--- config.mk ---
export PLATFORM = sky130hd
export DESIGN_NAME = sd_read_scheduler
export DESIGN_NICKNAME = d
export VERILOG_FILES = /design/src/rtl/sd_read_scheduler.sv
export SDC_FILE = /design/constraint.sdc
export NUM_CORES = 1
export LEC_CHECK = 0
export ABC_CLOCK_PERIOD_IN_PS = 2130
export BUFFER_PORTS_ARGS = -buffer_cell sky130_fd_sc_hd__buf_2
export CAP_MARGIN = 20
export CORE_UTILIZATION = 46
export CTS_CLUSTER_SIZE = 16
export DETAILED_ROUTE_END_ITERATION = 12
export PLACE_DENSITY = 0.84
export SYNTH_ARGS = -nofsm -noshare
export SYNTH_HDL_FRONTEND = slang
export SYNTH_SLANG_ARGS = --single-unit
--- constraint.sdc ---
create_clock -name clk -period 2.13 [get_ports clk]
set_input_delay 0.213 -clock clk [delete_from_list [all_inputs] [get_ports clk]]
set_output_delay 0.213 -clock clk [all_outputs]
set_load 0.05 [all_outputs]
--- src/rtl/sd_read_scheduler.sv ---
// Round-robin CMD17 scheduler sharing one SD SPI engine between NUM_REQ block-read requesters.
// Grants, issues the command, supervises R1 and the 512-byte data phase, and reports completion.
module sd_read_scheduler #(
   parameter int NUM_REQ        = 2,
   parameter int TIMEOUT_CYCLES = 1000000,
   parameter int ID_W           = 1
) (
   input  logic                    clk,
   input  logic                    rst,
   input  logic                    init_done,
   input  logic                    sdsc,
   input  logic [NUM_REQ-1:0]      req_valid,
   input  logic [NUM_REQ*32-1:0]   req_lba,
   output logic [NUM_REQ-1:0]      req_ready,
   output logic                    eng_cmd_valid,
   input  logic                    eng_cmd_ready,
   output logic [5:0]              eng_cmd_index,
   output logic [31:0]             eng_cmd_arg,
   input  logic                    eng_resp_valid,
   input  logic [7:0]              eng_resp_r1,
   input  logic                    eng_data_valid,
   input  logic [7:0]              eng_data,
   input  logic                    eng_data_err,
   output logic                    rd_valid,
   output logic [7:0]              rd_data,
   output logic                    rd_last,
   output logic [ID_W-1:0]         rd_id,
   output logic                    done_valid,
   output logic [ID_W-1:0]         done_id,
   output logic [1:0]              done_status,
   output logic                    busy
);

   typedef enum logic [2:0] {S_IDLE, S_ARB, S_SEND, S_WAIT_R1, S_DATA, S_FINISH} state_t;

   localparam logic [20:0] TO_LAST = 21'(TIMEOUT_CYCLES - 1);
   localparam logic [20:0] TO_MAX  = '1;
   localparam logic [1:0]  ST_OK = 2'b00, ST_R1 = 2'b01, ST_DATA = 2'b10, ST_TO = 2'b11;

   state_t                    state;
   logic [ID_W-1:0]           rr_ptr, gnt_id, pick, idx, ptr_next;
   logic                      found;
   logic [9:0]                byte_cnt;
   logic [20:0]               to_cnt, to_inc;
   logic [NUM_REQ-1:0][31:0]  lba_arr;

   assign lba_arr = req_lba;
   assign busy    = (state != S_IDLE);
   assign to_inc  = (to_cnt == TO_MAX) ? to_cnt : to_cnt + 21'd1;

   // First pending requester at or above the pointer, wrapping around.
   always_comb begin
      found    = 1'b0;
      pick     = '0;
      idx      = '0;
      for (int k = 0; k < NUM_REQ; k++) begin
         idx = ID_W'((int'(rr_ptr) + k) % NUM_REQ);
         if (!found && req_valid[idx]) begin
            found = 1'b1;
            pick  = idx;
         end
      end
      ptr_next = (int'(pick) == NUM_REQ - 1) ? '0 : ID_W'(int'(pick) + 1);
   end

   // The accept pulse must coincide with the arbitration cycle, so it is decoded from state.
   always_comb begin
      req_ready = '0;
      if (state == S_ARB && found) req_ready[pick] = 1'b1;
   end

   always_ff @(posedge clk) begin
      if (rst) begin
         state         <= S_IDLE;
         rr_ptr        <= '0;
         gnt_id        <= '0;
         byte_cnt      <= '0;
         to_cnt        <= '0;
         eng_cmd_valid <= 1'b0;
         eng_cmd_index <= '0;
         eng_cmd_arg   <= '0;
         rd_valid      <= 1'b0;
         rd_data       <= '0;
         rd_last       <= 1'b0;
         rd_id         <= '0;
         done_valid    <= 1'b0;
         done_id       <= '0;
         done_status   <= '0;
      end else begin
         rd_valid   <= 1'b0;
         rd_last    <= 1'b0;
         done_valid <= 1'b0;
         case (state)
            S_IDLE: if (init_done && |req_valid) state <= S_ARB;
            S_ARB: begin
               if (found) begin
                  gnt_id        <= pick;
                  rr_ptr        <= ptr_next;
                  eng_cmd_arg   <= sdsc ? {lba_arr[pick][22:0], 9'b0} : lba_arr[pick];
                  eng_cmd_index <= 6'd17;
                  eng_cmd_valid <= 1'b1;
                  byte_cnt      <= '0;
                  state         <= S_SEND;
               end else begin
                  state <= S_IDLE;
               end
            end
            S_SEND: if (eng_cmd_ready) begin
               eng_cmd_valid <= 1'b0;
               to_cnt        <= '0;
               state         <= S_WAIT_R1;
            end
            S_WAIT_R1: begin
               if (eng_resp_valid) begin
                  to_cnt <= '0;
                  if (eng_resp_r1 == 8'h00) begin
                     state <= S_DATA;
                  end else begin
                     done_valid <= 1'b1; done_id <= gnt_id; done_status <= ST_R1;
                     state      <= S_FINISH;
                  end
               end else if (to_cnt == TO_LAST) begin
                  done_valid <= 1'b1; done_id <= gnt_id; done_status <= ST_TO;
                  state      <= S_FINISH;
               end else begin
                  to_cnt <= to_inc;
               end
            end
            S_DATA: begin
               if (eng_data_err) begin
                  done_valid <= 1'b1; done_id <= gnt_id; done_status <= ST_DATA;
                  state      <= S_FINISH;
               end else if (eng_data_valid) begin
                  rd_valid <= 1'b1;
                  rd_data  <= eng_data;
                  rd_id    <= gnt_id;
                  byte_cnt <= byte_cnt + 10'd1;
                  to_cnt   <= '0;
                  if (byte_cnt == 10'd511) begin
                     rd_last    <= 1'b1;
                     done_valid <= 1'b1; done_id <= gnt_id; done_status <= ST_OK;
                     state      <= S_FINISH;
                  end
               end else if (to_cnt == TO_LAST) begin
                  done_valid <= 1'b1; done_id <= gnt_id; done_status <= ST_TO;
                  state      <= S_FINISH;
               end else begin
                  to_cnt <= to_inc;
               end
            end
            S_FINISH: state <= S_IDLE;
            default:  state <= S_IDLE;
         endcase
      end
   end

endmodule

==> flow_metrics.py <==
metrics = {
    "floorplan": {
        "rows": 34,
        "io_pins": 147,
        "initial_core_util": 0.484,
        "die_w_microns": 98.7,
        "die_area_sq_um": 9740,
        "die_h_microns": 98.7,
        "coreArea_sq_um": 8890,
    },
    "logic_synthesis": {
        "synthCells": 491,
        "seq_area_frac_synth": 0.396,
        "synth_enable_flop_cells": 0,
        "synthFlopType": "dfxtp_1",
        "async_reset_ff_frac": 0,
        "syn_avg_cell_area_sq_um": 8.76,
        "ys_seq_elements": 85,
        "synth_warnings": 0,
        "syn-cell-area_sq_um": 4300,
        "synth_cell_types": 49,
    },
    "setup_path": {
        "worstPathArrival_ns": 2.34,
        "cp_max_fo": 30,
        "required_ns": 2.42,
        "start_kind": "flip-flop",
        "critPathKind": "reg -> reg",
        "endpoint_kind": "flip-flop",
    },
    "clocking": {
        "htreeDepth": 3,
        "insertion_delay_ns": 0.34,
        "cts_sinks": 85,
        "clk_path_buf_depth": 2,
        "clk_pin_slew_ns": 0.08,
        "cts_buffers": 9,
        "cts_root_buf": "clkbuf_8",
        "cts_setup_buffers": 0,
        "cts_tree": "yes",
    },
    "pwr": {
        "power_mw": 3.65,
        "ir_drop_uv": 383,
        "p_leak_nw": 2.23,
        "p_per_area_nw_per_um2": 679,
    },
    "layout": {
        "nets": 724,
        "mostFrequentLayoutCells": "buf_2 (142), nand2_1 (94), dfxtp_1 (85)",
        "finalNonFillerCells": 743,
        "layout_commonest_cell": "buf_2",
        "fin_util": 0.605,
        "area_growth_pct": 25.1,
        "drive_gt1_frac": 0.343,
        "diodes": 0,
    },
    "grt": {
        "grt_pass1_vias": 4084,
        "grt_pass1_wl_mm": 18.4,
        "antenna_found_initial": 0,
        "track_usage": 0.236,
        "gr-total-overflow": 0,
        "grt_max_degree": 35,
    },
    "placement": {
        "hpwlAfterDp_mm": 8.97,
        "placedCellCount": 729,
        "gp_congestion": 0.886,
        "io_buffers": 142,
    },
    "sta": {
        "finalClockSkew_ns": 0.0134,
        "max_slew_margin": 0.551,
        "post-route-period-util": 0.965,
        "fin_setup_tns_ns": 0,
        "final-hold-violation-count": 0,
        "setup_viol": 0,
        "max_freq_ghz": 0.487,
        "fin_crit_ns": 2.06,
        "slew_violations": 0,
        "worstMarginPinSlew_ns": 0.673,
    },
    "flow_run": {
        "drv_cap": 0,
    },
    "drt": {
        "via_per_inst": 5.75,
        "first_pass_iters": 5,
        "drt-initial-drc-count": 193,
        "drc": 0,
        "drtAntennaViolNets": 0,
        "avgRoutedWirePerCell_microns": 15.5,
        "postRouteWirelength_mm": 11.5,
        "via_count": 4271,
    },
    "hold_path": {
        "worstHoldPathType": "in -> reg",
    },
    "outcome": {
        "status": "finished, final reports clean",
    },
}
-- power breakdown --
group	switching, mW	internal, mW	total, mW
Sequential	0.0410	1.66	1.70
Combinational	0.623	0.332	0.955
Clock	0.520	0.477	0.997
-- routing by layer --
layer  GRT usage  up-vias  routed length [microns]
met3      0.0426       34                      592
met2       0.423      150                     5990
met4       0.115        0                      344
met5           0        -                        0
met1       0.272     2029                     4570
li1            -     2058                        -
-- cell type report --
class | count | area, sq um
fillers | 776 | 3510
multi-input cells | 367 | 2460
flip-flops and latches | 85 | 1700
repair buffers | 164 | 901
clock buffers | 13 | 159
well taps | 108 | 135
inverters | 5 | 18.8
clock inverters | 1 | 7.51
-- cells by family after synthesis --
logic type               synth area share
other                            0.000872
adder cells (fa/ha/maj)           0.00582
XOR/XNOR                           0.0183
multiplexers                        0.148
flip-flops                          0.396
AO/OA/AOI/OAI                       0.153
buffers and inverters              0.0483
AND/OR/NAND/NOR                     0.229
-- cells in the mapped netlist, drive strengths merged, types with 8 or more instances --
library cell | count | share of area
nor2 | 28 | 0.024
dfxtp | 85 | 0.40
clkbuf | 24 | 0.021
o31ai | 8 | 0.014
nand2 | 94 | 0.082
xnor2 | 9 | 0.018
mux2i | 12 | 0.028
or3 | 12 | 0.017
nand3 | 17 | 0.020
o21ai | 22 | 0.026
buf | 13 | 0.023
a21oi | 60 | 0.070
mux4 | 23 | 0.12
-- final timing paths --
check / startpoint / endpoint / slack, ns / cells past startpoint
worst min register to register: eng_cmd_arg[29] / eng_cmd_arg[29] / 0.46 / 2
worst min-delay path: eng_data[2] / rd_data[2] / 0.11 / 3
worst max-delay path: state[2] / to_cnt[17] / 0.07 / 6
worst max register to register: state[2] / to_cnt[17] / 0.07 / 6
-- worst max-delay path: stages (launching register included) --
cell and delay (ns):
dfxtp_1 0.33, or3b_4 0.39, o22a_4 0.25, a31o_1 0.22
buf_12 0.16, or4_4 0.51, a21oi_2 0.13
-- per-stage QoR --
stage | hold WS, ns | cell area [sq um] | worst slack (ns)
after detailed placement | 0.445 | 5170 | 0.0838
after global routing | 0.110 | 5380 | -0.00324
after floorplan | 0.349 | 4310 | 0.0165
after global placement | 0.432 | 5170 | 0.118
after CTS | 0.0942 | 5340 | 0.00165
final | 0.108 | 5380 | 0.0749
-- state kept, by name, indices dropped and copies added, names as in the netlist --
register,count
rd_last,1
to_cnt,21
rd_valid,1
state,3
rr_ptr,1
done_valid,1
byte_cnt,10
rd_data,8
rd_id,1
done_status,2
gnt_id,1
eng_cmd_index,1
done_id,1
eng_cmd_arg,32
eng_cmd_valid,1
-- timing repair --
item,CTS,global route
setup endpoints to repair,0,12
resized for setup,0,9
endpoints found under the hold margin,0,0
hold buffers,0,0
Note: power is estimated with default switching activity, not from simulation.
